--- src/rtl/pipe_stage_ctrl_if.sv ---
// Handshake/bus bundle between the hazard/fetch side and the pipeline stage controller.
interface pipe_stage_ctrl_if;
  logic [31:0] instr_fetch;
  logic        stall;
  logic        calc_branch;
  logic        br_taken;
  logic [31:0] br_target;
  logic [31:0] pc;
  logic [31:0] instrIFID;
  logic [31:0] instrIDEX;
  logic [31:0] instrEXMEM;
  logic [31:0] instrMEMWB;
  logic        fetch_en;
  logic [1:0]  state;
  logic [15:0] stall_cnt;
  logic [15:0] flush_cnt;
  logic        hazard_err;

  // Hazard unit / instruction memory side
  modport master (
    output instr_fetch, stall, calc_branch, br_taken, br_target,
    input  pc, instrIFID, instrIDEX, instrEXMEM, instrMEMWB,
    input  fetch_en, state, stall_cnt, flush_cnt, hazard_err
  );

  // Stage controller side
  modport slave (
    input  instr_fetch, stall, calc_branch, br_taken, br_target,
    output pc, instrIFID, instrIDEX, instrEXMEM, instrMEMWB,
    output fetch_en, state, stall_cnt, flush_cnt, hazard_err
  );
endinterface

--- src/rtl/pipe_stage_ctrl.sv ---
// Five-stage pipeline controller: pc, per-stage instruction registers,
// stall/redirect sequencing, and stall/flush statistics.
module pipe_stage_ctrl (
  input  logic             clk,
  input  logic             rst_n,
  pipe_stage_ctrl_if.slave bus
);

  localparam int unsigned XLEN     = 32;
  localparam int unsigned CNT_W    = 16;
  localparam int unsigned FILL_W   = 3;
  localparam int unsigned CONS_W   = 4;
  localparam int unsigned FILL_CYC = 4;

  localparam logic [XLEN-1:0]   NOP       = '0;
  localparam logic [XLEN-1:0]   PC_STEP   = XLEN'(4);
  localparam logic [FILL_W-1:0] FILL_LAST = FILL_W'(FILL_CYC - 1);
  localparam logic [CONS_W-1:0] CONS_MAX  = '1;
  localparam logic [CNT_W-1:0]  CNT_MAX   = '1;

  typedef enum logic [1:0] {
    ST_FILL     = 2'd0,
    ST_RUN      = 2'd1,
    ST_STALL    = 2'd2,
    ST_REDIRECT = 2'd3
  } state_e;

  state_e            state_q, state_d;
  logic [XLEN-1:0]   pc_q, pc_d;
  logic [XLEN-1:0]   ifid_q, ifid_d;
  logic [XLEN-1:0]   idex_q, idex_d;
  logic [XLEN-1:0]   exmem_q, exmem_d;
  logic [XLEN-1:0]   memwb_q, memwb_d;
  logic [FILL_W-1:0] fill_q, fill_d;
  logic [CNT_W-1:0]  stall_cnt_q, stall_cnt_d;
  logic [CNT_W-1:0]  flush_cnt_q, flush_cnt_d;
  logic [CONS_W-1:0] consec_q, consec_d;
  logic              err_q, err_d;

  logic in_fill;
  logic stall_eff;
  logic redir;

  // Hazard requests only take effect once the pipeline has filled; stall beats redirect
  assign in_fill   = (state_q == ST_FILL);
  assign stall_eff = bus.stall & ~in_fill;
  assign redir     = ~in_fill & ~bus.stall & bus.calc_branch & bus.br_taken;

  // State and datapath registers
  always_ff @(posedge clk or negedge rst_n) begin
    if (!rst_n) begin
      state_q     <= ST_FILL;
      pc_q        <= '0;
      ifid_q      <= NOP;
      idex_q      <= NOP;
      exmem_q     <= NOP;
      memwb_q     <= NOP;
      fill_q      <= '0;
      stall_cnt_q <= '0;
      flush_cnt_q <= '0;
      consec_q    <= '0;
      err_q       <= 1'b0;
    end else begin
      state_q     <= state_d;
      pc_q        <= pc_d;
      ifid_q      <= ifid_d;
      idex_q      <= idex_d;
      exmem_q     <= exmem_d;
      memwb_q     <= memwb_d;
      fill_q      <= fill_d;
      stall_cnt_q <= stall_cnt_d;
      flush_cnt_q <= flush_cnt_d;
      consec_q    <= consec_d;
      err_q       <= err_d;
    end
  end

  // Next-state, pipeline movement and counters
  always_comb begin
    state_d     = state_q;
    pc_d        = pc_q;
    ifid_d      = ifid_q;
    idex_d      = idex_q;
    exmem_d     = idex_q;
    memwb_d     = exmem_q;
    fill_d      = fill_q;
    stall_cnt_d = stall_cnt_q;
    flush_cnt_d = flush_cnt_q;
    consec_d    = consec_q;
    err_d       = err_q;

    // Datapath: back half always drains; front half holds, squashes or advances
    if (stall_eff) begin
      idex_d = NOP;
    end else if (redir) begin
      pc_d   = bus.br_target;
      ifid_d = NOP;
      idex_d = ifid_q;
    end else begin
      pc_d   = pc_q + PC_STEP;
      ifid_d = bus.instr_fetch;
      idex_d = ifid_q;
    end

    // FSM: fixed-length fill, then the same transition rules from every other state
    if (in_fill) begin
      fill_d = fill_q + FILL_W'(1);
      if (fill_q == FILL_LAST) begin
        state_d = ST_RUN;
      end
    end else if (stall_eff) begin
      state_d = ST_STALL;
    end else if (redir) begin
      state_d = ST_REDIRECT;
    end else begin
      state_d = ST_RUN;
    end

    // Saturating statistics
    if (stall_eff && (stall_cnt_q != CNT_MAX)) begin
      stall_cnt_d = stall_cnt_q + CNT_W'(1);
    end
    if (redir && (flush_cnt_q != CNT_MAX)) begin
      flush_cnt_d = flush_cnt_q + CNT_W'(1);
    end

    // Runaway-stall detection; the flag is sticky until reset
    if (!bus.stall) begin
      consec_d = '0;
    end else if (!in_fill && (consec_q != CONS_MAX)) begin
      consec_d = consec_q + CONS_W'(1);
    end
    if (consec_d == CONS_MAX) begin
      err_d = 1'b1;
    end
  end

  // Fetch advances unless a stall is honoured
  assign bus.fetch_en = ~bus.stall | in_fill;

  assign bus.pc         = pc_q;
  assign bus.instrIFID  = ifid_q;
  assign bus.instrIDEX  = idex_q;
  assign bus.instrEXMEM = exmem_q;
  assign bus.instrMEMWB = memwb_q;
  assign bus.state      = state_q;
  assign bus.stall_cnt  = stall_cnt_q;
  assign bus.flush_cnt  = flush_cnt_q;
  assign bus.hazard_err = err_q;

endmodule

--- src/flat_wrapper.sv ---
// flat-port wrapper written by rule: the top's interface ports become plain ports
module pipe_stage_ctrl_flat 
  (clk, rst_n, bus_instr_fetch, bus_stall, bus_calc_branch, bus_br_taken, bus_br_target, bus_pc, bus_instrIFID, bus_instrIDEX, bus_instrEXMEM, bus_instrMEMWB, bus_fetch_en, bus_state, bus_stall_cnt, bus_flush_cnt, bus_hazard_err);
  pipe_stage_ctrl_if bus_i ();
  input  logic clk;
  input  logic rst_n;
  input wire logic [$bits(bus_i.instr_fetch)-1:0] bus_instr_fetch;
  input wire logic [$bits(bus_i.stall)-1:0] bus_stall;
  input wire logic [$bits(bus_i.calc_branch)-1:0] bus_calc_branch;
  input wire logic [$bits(bus_i.br_taken)-1:0] bus_br_taken;
  input wire logic [$bits(bus_i.br_target)-1:0] bus_br_target;
  output wire logic [$bits(bus_i.pc)-1:0] bus_pc;
  output wire logic [$bits(bus_i.instrIFID)-1:0] bus_instrIFID;
  output wire logic [$bits(bus_i.instrIDEX)-1:0] bus_instrIDEX;
  output wire logic [$bits(bus_i.instrEXMEM)-1:0] bus_instrEXMEM;
  output wire logic [$bits(bus_i.instrMEMWB)-1:0] bus_instrMEMWB;
  output wire logic [$bits(bus_i.fetch_en)-1:0] bus_fetch_en;
  output wire logic [$bits(bus_i.state)-1:0] bus_state;
  output wire logic [$bits(bus_i.stall_cnt)-1:0] bus_stall_cnt;
  output wire logic [$bits(bus_i.flush_cnt)-1:0] bus_flush_cnt;
  output wire logic [$bits(bus_i.hazard_err)-1:0] bus_hazard_err;
  assign bus_i.instr_fetch = bus_instr_fetch;
  assign bus_i.stall = bus_stall;
  assign bus_i.calc_branch = bus_calc_branch;
  assign bus_i.br_taken = bus_br_taken;
  assign bus_i.br_target = bus_br_target;
  assign bus_pc = bus_i.pc;
  assign bus_instrIFID = bus_i.instrIFID;
  assign bus_instrIDEX = bus_i.instrIDEX;
  assign bus_instrEXMEM = bus_i.instrEXMEM;
  assign bus_instrMEMWB = bus_i.instrMEMWB;
  assign bus_fetch_en = bus_i.fetch_en;
  assign bus_state = bus_i.state;
  assign bus_stall_cnt = bus_i.stall_cnt;
  assign bus_flush_cnt = bus_i.flush_cnt;
  assign bus_hazard_err = bus_i.hazard_err;
  pipe_stage_ctrl u_core (.clk(clk), .rst_n(rst_n), .bus(bus_i));
endmodule
--- config.mk ---
export PLATFORM = sky130hd
export DESIGN_NAME = pipe_stage_ctrl_flat
export DESIGN_NICKNAME = d
export VERILOG_FILES = /design/src/rtl/pipe_stage_ctrl_if.sv /design/src/rtl/pipe_stage_ctrl.sv /design/src/flat_wrapper.sv
export SDC_FILE = /design/constraint.sdc
export NUM_CORES = 1
export LEC_CHECK = 0
export ABC_AREA = 1
export ABC_CLOCK_PERIOD_IN_PS = 2500
export CAP_MARGIN = 20
export CELL_PAD_IN_SITES_DETAIL_PLACEMENT = 1
export CELL_PAD_IN_SITES_GLOBAL_PLACEMENT = 2
export CORE_AREA = 2 2 161 195
export DETAILED_ROUTE_END_ITERATION = 10
export DIE_AREA = 0 0 163 197
export PLACE_DENSITY = 0.8
export SETUP_SLACK_MARGIN = 0.3
export SLEW_MARGIN = 20
export SYNTH_ARGS = -nofsm -noshare
export SYNTH_HDL_FRONTEND = slang
export SYNTH_SLANG_ARGS = --single-unit
--- constraint.sdc ---
create_clock -name clk -period 2.5 [get_ports clk]
set_clock_uncertainty 0.15 [all_clocks]
set_input_delay 0.25 -clock clk [delete_from_list [all_inputs] [get_ports clk]]
set_output_delay 0.25 -clock clk [all_outputs]
set_load 0.02 [all_outputs]
==> impl_metrics.json, run 1 <==
{
  "clock_tree.root_cell": "clkbuf_16",
  "synth_area_per_cell_um2": 8.86,
  "rows": 70,
  "clk_latency_ns": 0.51,
  "synth_area_um2": 8650,
  "antenna_found_initial": 1,
  "core_area_um2": 30200,
  "synth_nets": 1051,
  "vias": 7512,
  "clock_path_buffers": 3,
  "cts_max_level": 1,
  "fin_area_um2": 12600,
  "maxCapViolations": 0,
  "synth-async-reset-ratio_pct": 100,
  "dr.pass1.iters": 4,
  "cts_sinks": 202,
  "ant_nets": 0,
  "die_x_um": 163,
  "worst_ep_arrival_time_ns": 1.67,
  "rsz0062_at_grt": "no",
  "synth_top_area_share_pct": 58.4,
  "grt_pass1_wl_um": 44700,
  "p_per_area_nw_per_um2": 1160,
  "rrSetupSlack_ns": 0.49,
  "setup_tns_ns": 0,
  "status": "completed",
  "hold_viol": 0,
  "synthTopCellsByCount": "286 x nand2_1, 202 x dfrtp_1, 100 x nor2_1",
  "die_height_um": 197,
  "vias_per_cell": 4.51,
  "path_clk_slew_ns": 0.06,
  "io_buffers": 264,
  "synth_seq_area_share_pct": 58.4,
  "synth_compound_area_share_pct": 5.32,
  "drc": 0,
  "synthMuxAreaShare_pct": 0,
  "synth_fa_ha_area_share_pct": 0.868,
  "syn_inst": 976,
  "cp.required_ns": 2.10,
  "crit_path_cell_trace": "clkdlybuf4s50_1",
  "tritoncts": "yes",
  "dpl_cell_area_um2": 11800,
  "synth_top_cells_by_area": "dfrtp_1 58%, nand2_1 12%, nand3_1 5.4%",
  "worst_slew_pin_slew_ns": 0.530,
  "post-route-period-util_pct": 82.9,
  "synth_xor_area_share_pct": 1.82,
  "synthSimpleGateAreaFrac_pct": 27.0,
  "drtIter0Drc": 310,
  "crit_slowest_cell": "clkdlybuf4s50_1",
  "slew_violations": 0,
  "path_class": "register to output pin",
  "die_area_um2": 32100,
  "start_util_pct": 28.6,
  "fin_nets": 1325,
  "grt_max_degree": 61,
  "max_freq_mhz": 483,
  "hp-class": "input pin to async pin",
  "period_minus_slack_ns": 2.07,
  "synth_cell_types": 37,
  "place_congestion": 0.831,
  "yosys_warnings": 0,
  "finalSetupViolations": 0,
  "grt.total_usage_pct": 17.8,
  "wl_um": 28600,
  "wire_per_inst_um": 17.2,
  "synth_top_family_by_area": "simple AND/OR/NAND/NOR gates",
  "crit_fanout": 6,
  "area_growth_pct": 45.3,
  "dp_hpwl_um": 21200,
  "synth_top_flop_cell": "dfrtp_1",
  "power.leakage_uw": 0.00571,
  "relSlewSlack_pct": 64.7,
  "cts_buffers": 24,
  "cpPeakStageDelay_ns": 0.67,
  "overflow": 0,
  "vdd_drop_max_v": 0.000497,
  "fill_cells": 3487,
  "synth_edf_count": 0,
  "endpoint_kind": "output pin",
  "grt_pass1_vias": 7934,
  "yosysMostFrequentCell": "nand2_1",
  "hold_ws_ns": 0.134,
  "cp_top_family": "buffers and inverters",
  "cp.buffers_inverters": 1,
  "yosysTopAreaCell": "dfrtp_1",
  "io_pins": 265,
  "drive_above_1_share_pct": 7.50,
  "ys_ff_latch": 202,
  "cp-start-kind": "register"
}
## timing repair
item | in CTS | in global routing
endpoints found under the setup margin | 1 | 7
hold buffers | 1 | 0
pin swaps | 1 | 0
resized for setup | 4 | 1
setup buffers | 1 | 0
hold endpoints to repair | 55 | 0
## layout make-up
class | instances | area (µm²) | area share [%]
Clock buffer | 33 | 696 | 5.53
Tap cell | 396 | 495 | 3.94
Timing Repair Buffer | 279 | 2820 | 22.5
Multi-Input combinational cell | 643 | 3050 | 24.2
Inverter | 100 | 380 | 3.03
Antenna cell | 1 | 2.50 | 0.0199
Sequential cell | 202 | 5050 | 40.2
Clock inverter | 10 | 71.3 | 0.567
## power breakdown
| group | switching [µW] | internal [µW] | total [µW] |
|---|---|---|---|
| logic | 3350 | 2570 | 5920 |
| clock network | 1410 | 1960 | 3370 |
| registers | 968 | 4330 | 5300 |
## placed cells by master (no fill, tap or decap), types with 6 or more instances in the layout
cell type / instances
buf_4: 9
xor2_1: 13
dfrtp_1: 202
o21ai_0: 48
nor2_1: 100
inv_1: 96
or2_2: 8
ha_1: 6
o21ai_2: 6
nand2_1: 286
nand3b_1: 7
clkbuf_16: 25
nand4_1: 9
nand3_1: 93
nor3_1: 8
o21ai_1: 8
clkdlybuf4s50_1: 262
a21oi_1: 9
## registers in the layout (all words and copies together) (netlist names), 4 cells and up
signal,cells
u_core.bus.instrIFID,32
u_core.bus.pc,32
u_core.bus.stall_cnt,16
u_core.bus.instrIDEX,32
u_core.consec_q,4
u_core.bus.instrMEMWB,32
u_core.bus.instrEXMEM,32
u_core.bus.flush_cnt,16
## routing by layer
layer / up-vias / wire length [µm] / global-route usage [%] / part of all wire, %
met1: 3656 / 11500 / 20.8 / 40
met2: 189 / 14800 / 32.8 / 52
li1: 3632 / - / - / -
met3: 35 / 1690 / 3.94 / 5.9
met4: 0 / 607 / 4.49 / 2.1
met5: - / 0 / 0 / 0
## cells by family (layout without fill, tap and decap cells)
logic type | Yosys count | count (layout)
and+or+nand+nor | 537 | 537
DFF | 202 | 202
other | 0 | 1
buffers and inverters | 131 | 422
xor gates and xnor gates | 18 | 18
adders and majority gates | 6 | 6
AOI/OAI and AO/OA | 82 | 82
## per-stage QoR
step	utilization [%]	worst slack (ns)	power, µW	std cells
6_report	41.6	0.428	14600	1664
5_1_grt	41.6	0.314	15600	1664
4_1_cts	41.6	0.383	14800	1663
3_5_place_dp	39.0	0.377	11300	1618
3_3_place_gp	39.0	0.409	11200	1618
2_1_floorplan	-	0.714	8180	976
## final timing paths
path,endpoint,from,cells after the start
min,u_core.bus.flush_cnt[14],rst_n,2
max in group asynchronous,u_core.bus.instrEXMEM[27],rst_n,3
min reg2reg,u_core.bus.instrEXMEM[21],u_core.bus.instrIDEX[21],0
max reg2reg,u_core.bus.pc[27],u_core.bus.pc[6],9
min in group clk,u_core.bus.pc[0],bus_br_target[0],3
max,bus_pc[15],u_core.bus.pc[15],1
Note: power is estimated with default switching activity, not from simulation.
==> inputs of run 2 (changes only) <==
Settings changed: ABC_CLOCK_PERIOD_IN_PS 2500 to 2000, CORE_AREA 2 2 161 195 to 2 2 167 202, DIE_AREA 0 0 163 197 to 0 0 169 204, PLACE_DENSITY 0.8 to 0.75.
Clock period 2.5 ns to 2 ns, I/O delays scaled along.
==> impl_metrics.json, run 2 (same netlist as run 1, synthesis figures left out) <==
{
  "status": "completed",
  "clk_latency_ns": 0.52,
  "antenna_cells": 0,
  "path_class": "register to register",
  "hold_ws_ns": 0.0149,
  "grt_max_degree": 55,
  "overflow": 0,
  "p_per_area_nw_per_um2": 1400,
  "setup_tns_ns": 0,
  "finalSetupViolations": 0,
  "slew_violations": 0,
  "path_clk_slew_ns": 0.06,
  "io_buffers": 264,
  "rows": 73,
  "cp-start-kind": "register",
  "tritoncts": "yes",
  "vias": 7871,
  "start_util_pct": 26.5,
  "worst_slew_pin_slew_ns": 0.357,
  "final_common_cell": "nand2_1",
  "crit_fanout": 5,
  "wire_per_inst_um": 17.6,
  "drive_above_1_share_pct": 23.6,
  "worst_ep_arrival_time_ns": 2.09,
  "area_growth_pct": 61.1,
  "setup_ws_ns": 0.166,
  "cts_max_level": 1,
  "period_minus_slack_ns": 1.83,
  "ant_nets": 0,
  "vdd_drop_max_v": 0.000569,
  "max_freq_mhz": 545,
  "power.leakage_uw": 0.00692,
  "grt.total_usage_pct": 17.6,
  "die_x_um": 169,
  "post-route-period-util_pct": 91.7,
  "wl_um": 30900,
  "dp_hpwl_um": 21600,
  "io_pins": 265,
  "clock_tree.root_cell": "clkbuf_16",
  "vias_per_cell": 4.48,
  "pre_cts_slack_ns": 0.0240,
  "drtIter0Drc": 302,
  "relSlewSlack_pct": 76.1,
  "final_cell_mix": "264 x nand2_1, 177 x dfrtp_1, 150 x dlygate4sd2_1",
  "cts_sinks": 202,
  "cts_buffers": 24,
  "drc": 0,
  "dr.pass1.iters": 4,
  "clock_path_buffers": 3,
  "hp-class": "input pin to async pin",
  "endpoint_kind": "register",
  "core_area_um2": 32700,
  "rsz0062_at_grt": "yes",
  "fin_nets": 1400,
  "die_height_um": 204,
  "cp.required_ns": 2.26,
  "hold_viol": 0,
  "grt_pass1_wl_um": 47500,
  "antenna_found_initial": 0,
  "place_congestion": 0.816,
  "grt_pass1_vias": 8259,
  "die_area_um2": 34500,
  "maxCapViolations": 0
}
run 2: cell count changes in the layout (fill, tap and decap cells not counted), moves of 12 or more:
| cell | previous run | this run |
|---|---|---|
| clkdlybuf4s15_1 | 0 | 17 |
| dfrtp_2 | 0 | 25 |
| clkbuf_2 | 0 | 12 |
| nand2_1 | 286 | 264 |
| nand2_2 | 4 | 22 |
| nor2_1 | 100 | 83 |
| buf_4 | 9 | 51 |
| o21ai_0 | 48 | 30 |
| dlygate4sd2_1 | 0 | 150 |
| buf_6 | 0 | 13 |
| dfrtp_1 | 202 | 177 |
| nand3_2 | 2 | 30 |
| clkdlybuf4s50_1 | 262 | 67 |
| nand3_1 | 93 | 60 |
run 2: area by class of cell:
class	count	area [µm²]
inverter	100	393
clock inverter	8	171
timing repair buffer	354	3480
fill	3761	18800
sequential	202	5090
multi-input combinational	643	3570
clock buffer	36	727
tap	412	515
run 2: worst paths after layout:
path	startpoint	end	slack, ns	depth (start not counted)
min reg2reg	u_core.bus.instrEXMEM[18]	u_core.bus.instrMEMWB[18]	0.22	0
min in group clk	bus_br_target[0]	u_core.bus.pc[0]	0.07	3
max in group asynchronous	rst_n	u_core.bus.pc[5]	1.05	3
min	rst_n	u_core.bus.flush_cnt[5]	0.01	2
max	u_core.bus.state[1]	u_core.bus.pc[7]	0.17	10
max reg2reg	u_core.bus.state[1]	u_core.bus.pc[7]	0.17	10
run 2: layer usage:
metal  GRT usage (%)  vias to the layer above  part of all wire, %
met2            32.8                      178                   52
met1            21.2                     3860                   41
met5               0                        -                    0
li1                -                     3790                    -
met3            2.44                       43                  4.0
met4            4.95                        0                  2.8
run 2: critical path, stage by stage (launching register included):
cell	delay, ns
dfrtp_1	0.39
nor2_4	0.06
buf_6	0.11
buf_6	0.12
nor2_4	0.09
nand3_4	0.09
buf_12	0.16
buf_12	0.14
or2_0	0.22
a21oi_2	0.14
nor2_1	0.06
run 2: metrics by stage:
step                      cell area (µm²)  utilization, %  total power (µW)  std cells
final                               13900            42.6             19500       1755
after global placement              12100            37.1             14300       1666
after floorplan                      8660               -             10200        976
after detailed placement            12100            37.1             14500       1666
after CTS                           13300            40.8             19200       1739
after global routing                13900            42.6             20700       1755
run 2: timing repair:
action	CTS	global route
gates resized for setup	301	177
buffers inserted	22	14
endpoints found under the setup margin	252	127
hold buffers	1	0
pin swaps	14	38
gates cloned	6	2
endpoints found under the hold margin	202	0
run 2: power breakdown:
part / switching [µW] / internal (µW) / total, µW
Sequential: 1140 / 5450 / 6600
Clock: 1810 / 3150 / 4960
Combinational: 4790 / 3150 / 7940
==> inputs of run 3 (changes only) <==
Settings changed: GPL_TIMING_DRIVEN set to 0.
==> impl_metrics.json, run 3 (same netlist as run 1, synthesis figures left out) <==
{
  "worst_ep_arrival_time_ns": 2.16,
  "cp.required_ns": 2.26,
  "cp_common_cell": "buf_12",
  "grt_pass1_vias": 8382,
  "dp_hpwl_um": 22500,
  "path_clk_slew_ns": 0.06,
  "wl_um": 32500,
  "power.leakage_uw": 0.00706,
  "tritoncts": "yes",
  "grt_max_degree": 93,
  "top_layer_used": "met5",
  "dr_wl_met3_um": 1370,
  "crit_slowest_cell": "dfrtp_1",
  "ant_nets": 0,
  "drive_above_1_share_pct": 26.4,
  "slew_violations": 0,
  "crit_path_start": "u_core.bus.state[1]",
  "clock_path_buffers": 3,
  "clk_latency_ns": 0.53,
  "wl_met1_um": 12700,
  "fill_cells": 3759,
  "hold_viol": 0,
  "area_growth_pct": 65.3,
  "grt.total_usage_pct": 18.3,
  "endpoint_kind": "register",
  "clock_tree.root_cell": "clkbuf_16",
  "pre_cts_slack_ns": -0.333,
  "overflow": 0,
  "p_per_area_nw_per_um2": 1340,
  "finalSetupViolations": 0,
  "cts_buffers": 24,
  "vdd_drop_max_v": 0.000624,
  "grt_pass1_wl_um": 48700,
  "wire_per_inst_um": 18.5,
  "cpPeakStageDelay_ns": 0.39,
  "io_pins": 265,
  "status": "completed",
  "worst_slew_pin_slew_ns": 0.488,
  "core_area_um2": 32700,
  "setup_ws_ns": 0.101,
  "io_buffers": 263,
  "drtIter0Drc": 282,
  "hold_ws_ns": 0.0126,
  "cp-start-kind": "register",
  "dr.pass1.iters": 4,
  "die_height_um": 204,
  "drc": 0,
  "final_common_cell": "nand2_1",
  "vias": 7970,
  "relSlewSlack_pct": 67.5,
  "antenna_found_initial": 3,
  "crit_fanout": 6,
  "path_class": "register to register",
  "die_x_um": 169,
  "post-route-period-util_pct": 94.9,
  "hp-class": "input pin to async pin",
  "cts_max_level": 1,
  "vias_per_cell": 4.53,
  "cts_sinks": 202,
  "fin_nets": 1405,
  "final_cell_mix": "249 x nand2_1, 181 x dfrtp_1, 153 x dlygate4sd2_1",
  "crit_path_cell_trace": "nor2_4, buf_6, buf_6, nor2_4, nand3_4, buf_12, buf_12, nand2_8, buf_12, buf_12, nand2_4, nand2_2, nand2_1",
  "rows": 73,
  "start_util_pct": 26.5,
  "max_freq_mhz": 527,
  "r2r-start": "u_core.bus.state[1]",
  "maxCapViolations": 0,
  "rsz0062_at_grt": "yes",
  "place_congestion": 0.780,
  "die_area_um2": 34500,
  "period_minus_slack_ns": 1.90,
  "dr_wl_met2_um": 17400
}
-- run 3: cell types whose count changed in the layout (fill, tap and decap cells not counted), sizes merged, moves of 3 or more --
| cell | change |
|---|---|
| bufinv | -5 |
| clkbuf | +4 |
| clkinv | +3 |
| dlygate4sd2 | +3 |
| clkdlybuf4s15 | +6 |
| buf | -9 |
| clkinvlp | +4 |
-- run 3: final cells by class --
| cell class | count | area [µm²] | share of cell area [%] |
|---|---|---|---|
| diodes | 1 | 2.50 | 0.0175 |
| clock inverters | 9 | 57.6 | 0.403 |
| inverters | 100 | 405 | 2.84 |
| plain buffers | 31 | 412 | 2.88 |
| well taps | 412 | 515 | 3.61 |
| multi-input cells | 643 | 3760 | 26.3 |
| clock buffers | 34 | 719 | 5.03 |
| repair buffers | 328 | 3340 | 23.4 |
| flip-flops and latches | 202 | 5080 | 35.5 |
-- run 3: worst paths after layout --
kind | end | slack (ns) | cells past startpoint
setup / recovery | u_core.bus.pc[28] | 0.10 | 13
hold / removal | u_core.bus.flush_cnt[0] | 0.01 | 2
setup reg to reg | u_core.bus.pc[28] | 0.10 | 13
hold reg to reg | u_core.bus.instrMEMWB[26] | 0.21 | 0
max in group asynchronous | u_core.bus.pc[9] | 0.50 | 4
min in group clk | u_core.bus.pc[1] | 0.08 | 3
-- run 3: what timing repair did --
item / CTS / global route
hold buffers: 3 / 0
endpoints found under the hold margin: 115 / 0
endpoints found under the setup margin: 323 / 133
pin swaps: 19 / 39
resized for setup: 394 / 205
buffers inserted: 27 / 20
gates cloned: 8 / 5
-- run 3: per-stage QoR --
step	utilization, %	instances	area (µm²)	total power (µW)	setup TNS, ns
4_1_cts	41.0	1734	13400	18700	0
6_report	43.7	1760	14300	19100	0
3_3_place_gp	36.1	1651	11800	14100	-1730.20
2_1_floorplan	-	976	8660	10200	0
3_5_place_dp	36.3	1653	11900	14300	-5.28
5_1_grt	43.7	1760	14300	20300	0
-- run 3: per-layer routing --
metal	global-route usage, %	vias to the layer above
li1	-	3806
met1	21.1	3926
met2	34.0	189
met3	2.79	47
met4	6.65	2
met5	0	-
-- run 3: worst max-delay path: cells and delay by family (launching register included) --
family                 cells  cell delay, ns
buffers and inverters      6            0.75
and+or+nand+nor            7            0.49
DFF                        1            0.39
-- run 3: report_power, final --
group	internal (µW)	switching (µW)
Combinational	3310	4870
Clock	2500	1790
Sequential	5440	1210
==> variant 1, RTL diff (config.mk and constraints of run 1) <==
Reset style: synchronous (`rst_n`), changed in one clocked block.
--- a/src/rtl/pipe_stage_ctrl.sv
+++ b/src/rtl/pipe_stage_ctrl.sv
@@ -47,7 +47,7 @@
   assign redir     = ~in_fill & ~bus.stall & bus.calc_branch & bus.br_taken;
 
   // State and datapath registers
-  always_ff @(posedge clk or negedge rst_n) begin
+  always_ff @(posedge clk) begin
     if (!rst_n) begin
       state_q     <= ST_FILL;
       pc_q        <= '0;
Behaviour: differs if rst_n is asserted again (counterexample within 4 cycles, from zero or initial values and one cycle with rst_n low); with rst_n held inactive, the same outputs for 10 cycles.
==> variant 1 against run 1 <==
  * Wire length grew 7.1%
  * Maximum frequency shrank 0.49%
  * Sequential cell count is the same
  * Die area is the same
  * Via count grew 11%
  * Cell area shrank 1.4%
  * Critical path depth grew 3
  * Setup slack lost 10 ps
  * Synthesized area shrank 3.1%
  * Sequential share of layout area shrank 7.6 points
Power is not compared: it rests on default switching activity, and its combinational part moved more than twofold at a synthesized area within 25%.
==> variant 1: results (changes against run 1) <==
Routing
  • Routed via count: 8357 (was 7512)
  • Routed len/inst: 16.2 µm (was 17.2 µm)
  • Drt initial violations: 250 (was 310)

Clock network
  • Clock Tree Buf Depth: 3 (unchanged)
  • Root buffer cell: clkbuf_16 (unchanged)
  • Num CTS Buffers: 24 (unchanged)
  • H-tree depth: 1 (unchanged)
  • Worst-path clk slew: 60 ps (about the same)
  • Worst-Skew Late Latency: 520 ps

Worst hold path
  • Worst Hold Class: input port to register (was input port to asynchronous set/reset pin)

Place
  • Buffers added on ports: 264 (unchanged)
  • Post-detail-place hpwl: 22100 µm (was 21200 µm)
  • RePlAce Congestion: 0.804 (was 0.831)
  • Setup WS pre-CTS: 111 ps (was 377 ps)

Synthesis
  • Post-Syn Nets: 1272 (was 1051)
  • Register area share after synthesis: 48.2% (was 58.4%)
  • Synth top cells by count: nand2_1, dfxtp_1, inv_1, nor2_1, a21oi_1 (was nand2_1, dfrtp_1, nor2_1, inv_1, nand3_1)
  • Yosys warning total: 0 (unchanged)
  • Area contributors post-synth: dfxtp_1, nand2_1, inv_1, nor2_1, a21oi_1 (was dfrtp_1, nand2_1, nand3_1, nor2_1, inv_1)
  • Netlist cell types: 31 (was 37)
  • Top FF cell, synth: dfxtp_1 (was dfrtp_1)
  • Asr flop ratio synth: 0% (was 100%)

GRT
  • Number of global-route vias before repair: 8557 (was 7934)
  • Largest net degree at the start of global routing: 62 (was 61)
  • GRT overflow: 0 (unchanged)
  • Antenna violations before repair: 3 (was 1)
  • First-pass GRT wire length: 47000 µm (was 44700 µm)
  • Overall Global Routing Usage: 18.5% (was 17.8%)

Timing
  • Achievable Freq: 480 MHz (was 483 MHz)
  • Slew HR: 40.3% (was 64.7%)

Setup path
  • Crit Path Max Fanout: 6 (unchanged)
  • Slowest cell on crit path: dlygate4sd2_1 (was clkdlybuf4s50_1)
  • Worst path arrival time: between 1500 and 2000 ps
  • CP max stage delay: 410 ps (was 670 ps)

Power
  • Leak pwr: between 5 and 6 nW
  • VDD IR max: 0.000509 V

Final layout
  • Nets: 1546 (was 1325)
  • Share of cells above drive strength 1: 6.65% (was 7.50%)

Outcome
  • Status: finished, final reports clean (unchanged)
variant 1: changes by cell type in the layout (fill, tap and decap cells not counted), sizes merged, moves of 31 or more:
cell   change
nand3     -31
dfrtp    -202
nand2    +114
nor2      +32
inv       +74
a21oi     +57
dfxtp    +202
variant 1: worst max-delay path: cells and delay by family (launching register included):
family / cells / cell delay (ps)
buffers and inverters: 2 / 480
flip-flops: 1 / 360
AND/OR/NAND/NOR: 2 / 320
variant 1: repair_timing:
action,in CTS,in global routing
setup buffers,3,4
cloned,0,2
hold buffers,0,0
pin swaps,2,3
endpoints found under the setup margin,30,39
gates resized for setup,1,2
variant 1: cells by family after synthesis:
kind of cell / Yosys count / synth area share [%]
buf+inv: 215 / 10.3
xor+xnor: 16 / 1.67
flops: 202 / 48.2
compound gates: 126 / 8.06
simple gates: 632 / 30.9
fa+ha+maj: 6 / 0.895
variant 1: final cells by class:
type,count,area (µm²)
fillers,3720,17800
multi-input cells,782,3500
clock inverters,7,96.3
well taps,396,495
clock buffers,37,759
inverters,175,657
diodes,2,5.00
flip-flops and latches,202,4040
repair buffers,286,2840
variant 1: layer usage:
metal	vias to the layer above	share of wire, %	global-route usage [%]
met3	38	5.1	3.72
met4	2	2.0	4.98
met5	-	0.042	0
li1	4219	-	-
met2	184	52	34.1
met1	3914	41	21.6
variant 1: stage by stage:
stage	util, %	std cells	area (µm²)	hold WS (ps)
global placement	37.9	1832	11400	268
finish	41.0	1887	12400	129
global route	41.0	1887	12400	112
detailed placement	37.9	1832	11400	276
floorplan	-	1197	8380	228
CTS	40.8	1879	12300	101
variant 1: power by group:
group | internal [mW] | switching [mW] | total, mW
clock network | 2.29 | 1.41 | 3.70
registers | 3.48 | 0.224 | 3.70
logic | 0.770 | 1.05 | 1.82
variant 1: path summary, 6_finish.rpt:
| kind | from | to | slack, ps | cells after the start |
|---|---|---|---|---|
| worst max-delay path | u_core.bus.state[0]$_SDFFE_PN0P_ | bus_fetch_en | 420 | 4 |
| worst min-delay path | bus_instr_fetch[6] | u_core.bus.instrIFID[6]$_SDFFE_PN0N_ | 130 | 3 |
| worst max register to register | u_core.bus.state[0]$_SDFFE_PN0P_ | u_core.bus.instrIFID[31]$_SDFFE_PN0N_ | 500 | 6 |
| worst min register to register | u_core.bus.instrIDEX[28]$_SDFF_PP0_ | u_core.bus.instrEXMEM[28]$_SDFF_PN0_ | 280 | 2 |
==> variant 2, RTL diff (config.mk and constraints of run 1) <==
Made on the original files. Change the localparam `CONS_W` from 4 to 5.
--- a/src/rtl/pipe_stage_ctrl.sv
+++ b/src/rtl/pipe_stage_ctrl.sv
@@ -9,7 +9,7 @@
   localparam int unsigned XLEN     = 32;
   localparam int unsigned CNT_W    = 16;
   localparam int unsigned FILL_W   = 3;
-  localparam int unsigned CONS_W   = 4;
+  localparam int unsigned CONS_W   = 5;
   localparam int unsigned FILL_CYC = 4;
 
   localparam logic [XLEN-1:0]   NOP       = '0;
Behaviour: same outputs for any inputs over 10 cycles, from zero or initial values and one cycle with rst_n low; that may be too few to reach the edited logic, so the function may still have changed.
==> variant 2 against run 1 <==
  * Synthesized area fell by 0.35%
  * Wire length fell by 0.17%
  * Sequential cell count rose by 1
  * Via count rose by 1.6%
  * Critical endpoint is now bus_pc[20]
  * Synthesized cell count rose by 0.51%
  * Setup slack got worse by 46 ps
  * Highest routed layer unchanged
  * Critical path type unchanged
  * Cell area rose by 0.74%
  * Total power fell by 5.9%
==> variant 2: results (changes against run 1) <==
Setup path
  • Critical path's top delay family: buffers and inverters (unchanged)
  • Crit Path Max Fanout: 5 (was 6)
  • Slowest cell on crit path: clkdlybuf4s50_1 (unchanged)
  • Worst path arrival time: 1720 ps (was 1670 ps)
  • CP max stage delay: 710 ps (was 670 ps)

Worst hold path
  • Worst Hold Class: input port to register (was input port to asynchronous set/reset pin)

Final layout
  • Nets: 1333 (was 1325)
  • Share of cells above drive strength 1: 6.91% (was 7.50%)
  • Filler cells: 3490 (was 3487)

Clock network
  • Num CTS Buffers: 23 (was 24)
  • Root buffer cell: clkbuf_16 (unchanged)
  • Worst-Skew Late Latency: 530 ps (was 510 ps)
  • Postcts setup bufs: 0 (was 1)
  • Worst-path clk slew: 60 ps (about the same)
  • H-tree depth: 1 (unchanged)
  • Clock Tree Buf Depth: 3 (unchanged)

GRT
  • Number of global-route vias before repair: 8168 (was 7934)
  • Met3 Usage GRT: 2.57% (was 3.94%)
  • GRT met1 Usage: 22.4% (was 20.8%)
  • GR Layer Usage met2: 33.2% (was 32.8%)
  • Overall Global Routing Usage: 18.2% (was 17.8%)
  • Antenna violations before repair: 0 (was 1)
  • First-pass GRT wire length: 45900 µm (was 44700 µm)
  • Largest net degree at the start of global routing: 68 (was 61)

Synthesis
  • Synth top cells by count: nand2_1, dfrtp_1, nor2_1, inv_1, nand3_1 (unchanged)
  • Top FF cell, synth: dfrtp_1 (unchanged)
  • Yosys warning total: 0 (unchanged)
  • Netlist cell types: 38 (was 37)
  • Asr flop ratio synth: 100% (unchanged)
  • Register area share after synthesis: 58.9% (was 58.4%)
  • Area contributors post-synth: dfrtp_1, nand2_1, nand3_1, nor2_1, inv_1 (unchanged)
  • Post-Syn Nets: 1057 (was 1051)

Place
  • Post-detail-place hpwl: 21100 µm (was 21200 µm)
  • Setup WS pre-CTS: 210 ps (was 377 ps)
  • Buffers added on ports: 264 (unchanged)
  • RePlAce Congestion: 0.816 (was 0.831)

Power
  • Leak pwr: 5.75 nW (was 5.71 nW)
  • VDD IR max: 0.000579 V (was 0.000497 V)

Timing
  • Slew @ Worst Pin: 580 ps (was 530 ps)

Outcome
  • Status: finished, final reports clean (unchanged)

Routing
  • Drt initial violations: 403 (was 310)
  • Post-Route WL: 28500 µm (was 28600 µm)
  • Drt first pass iters: 4 (unchanged)
  • Vias/cell: 4.57 (was 4.51)
[variant 2: cell types whose count changed after synthesis, sizes merged, moves of 3 or more]
cell    delta
xor2       +5
nand2     -21
buf        -3
nand3b     -5
nand3      +4
inv        +5
nor2      +13
[variant 2: path summary, 6_finish.rpt]
path                                                    start                                  end  slack [ps]  depth (start not counted)
setup / recovery                u_core.bus.pc[20]$_DFFE_PN0N_                           bus_pc[20]         380                          1
hold / removal                               bus_br_target[1]         u_core.bus.pc[1]$_DFFE_PN0P_         110                          3
setup reg to reg                 u_core.bus.pc[2]$_DFFE_PN0N_        u_core.bus.pc[30]$_DFFE_PN0N_         470                          8
hold reg to reg            u_core.bus.instrIDEX[22]$_DFF_PN0_  u_core.bus.instrEXMEM[22]$_DFF_PN0_         220                          0
max in group asynchronous                               rst_n  u_core.bus.flush_cnt[6]$_DFFE_PN0P_        1380                          3
min in group asynchronous                               rst_n  u_core.bus.instrMEMWB[18]$_DFF_PN0_         140                          2
[variant 2: cell type report]
class	count	share of cell area [%]
inverters	105	3.14
diodes	1	0.0198
clock inverters	9	1.28
repair buffers	281	22.5
multi-input cells	643	23.8
flip-flops and latches	203	40.1
well taps	396	3.91
clock buffers	33	5.24
[variant 2: cells by family after synthesis]
| family | count (synthesis) | share of synthesized area, % |
|---|---|---|
| AO/OA/AOI/OAI | 84 | 5.30 |
| AND/OR/NAND/NOR | 528 | 26.0 |
| adder cells (fa/ha/maj) | 7 | 1.02 |
| XOR/XNOR | 24 | 2.44 |
| buffers and inverters | 135 | 6.30 |
| flip-flops | 203 | 58.9 |
[variant 2: what timing repair did]
item,in CTS,in global routing
endpoints found under the setup margin,1,14
hold buffers,1,0
pin swaps,0,0
endpoints found under the hold margin,73,0
resized for setup,3,5
[variant 2: power breakdown]
group	leakage, nW	internal, mW	switching, mW
Sequential	2.58	4.17	0.882
Combinational	2.77	2.18	2.82
Clock	0.403	2.27	1.41
Total	5.75	8.62	5.11
[variant 2: per-stage QoR]
step	hold WS (ps)	power [mW]	cells	util (%)	area, µm²
CTS	78.5	13.9	1670	41.8	12600
finish	106	13.7	1671	41.9	12700
global placement	154	10.1	1627	39.1	11800
detailed placement	155	10.2	1627	39.1	11800
global route	114	14.6	1670	41.9	12700
floorplan	-196	7.43	981	-	8620
[variant 2: layer usage]
layer | share of wire, % | up-vias | wire (µm)
met5 | 0 | - | 0
met4 | 2.4 | 0 | 673
met3 | 4.4 | 42 | 1270
met2 | 52 | 174 | 14800
met1 | 41 | 3758 | 11800
li1 | - | 3656 | -
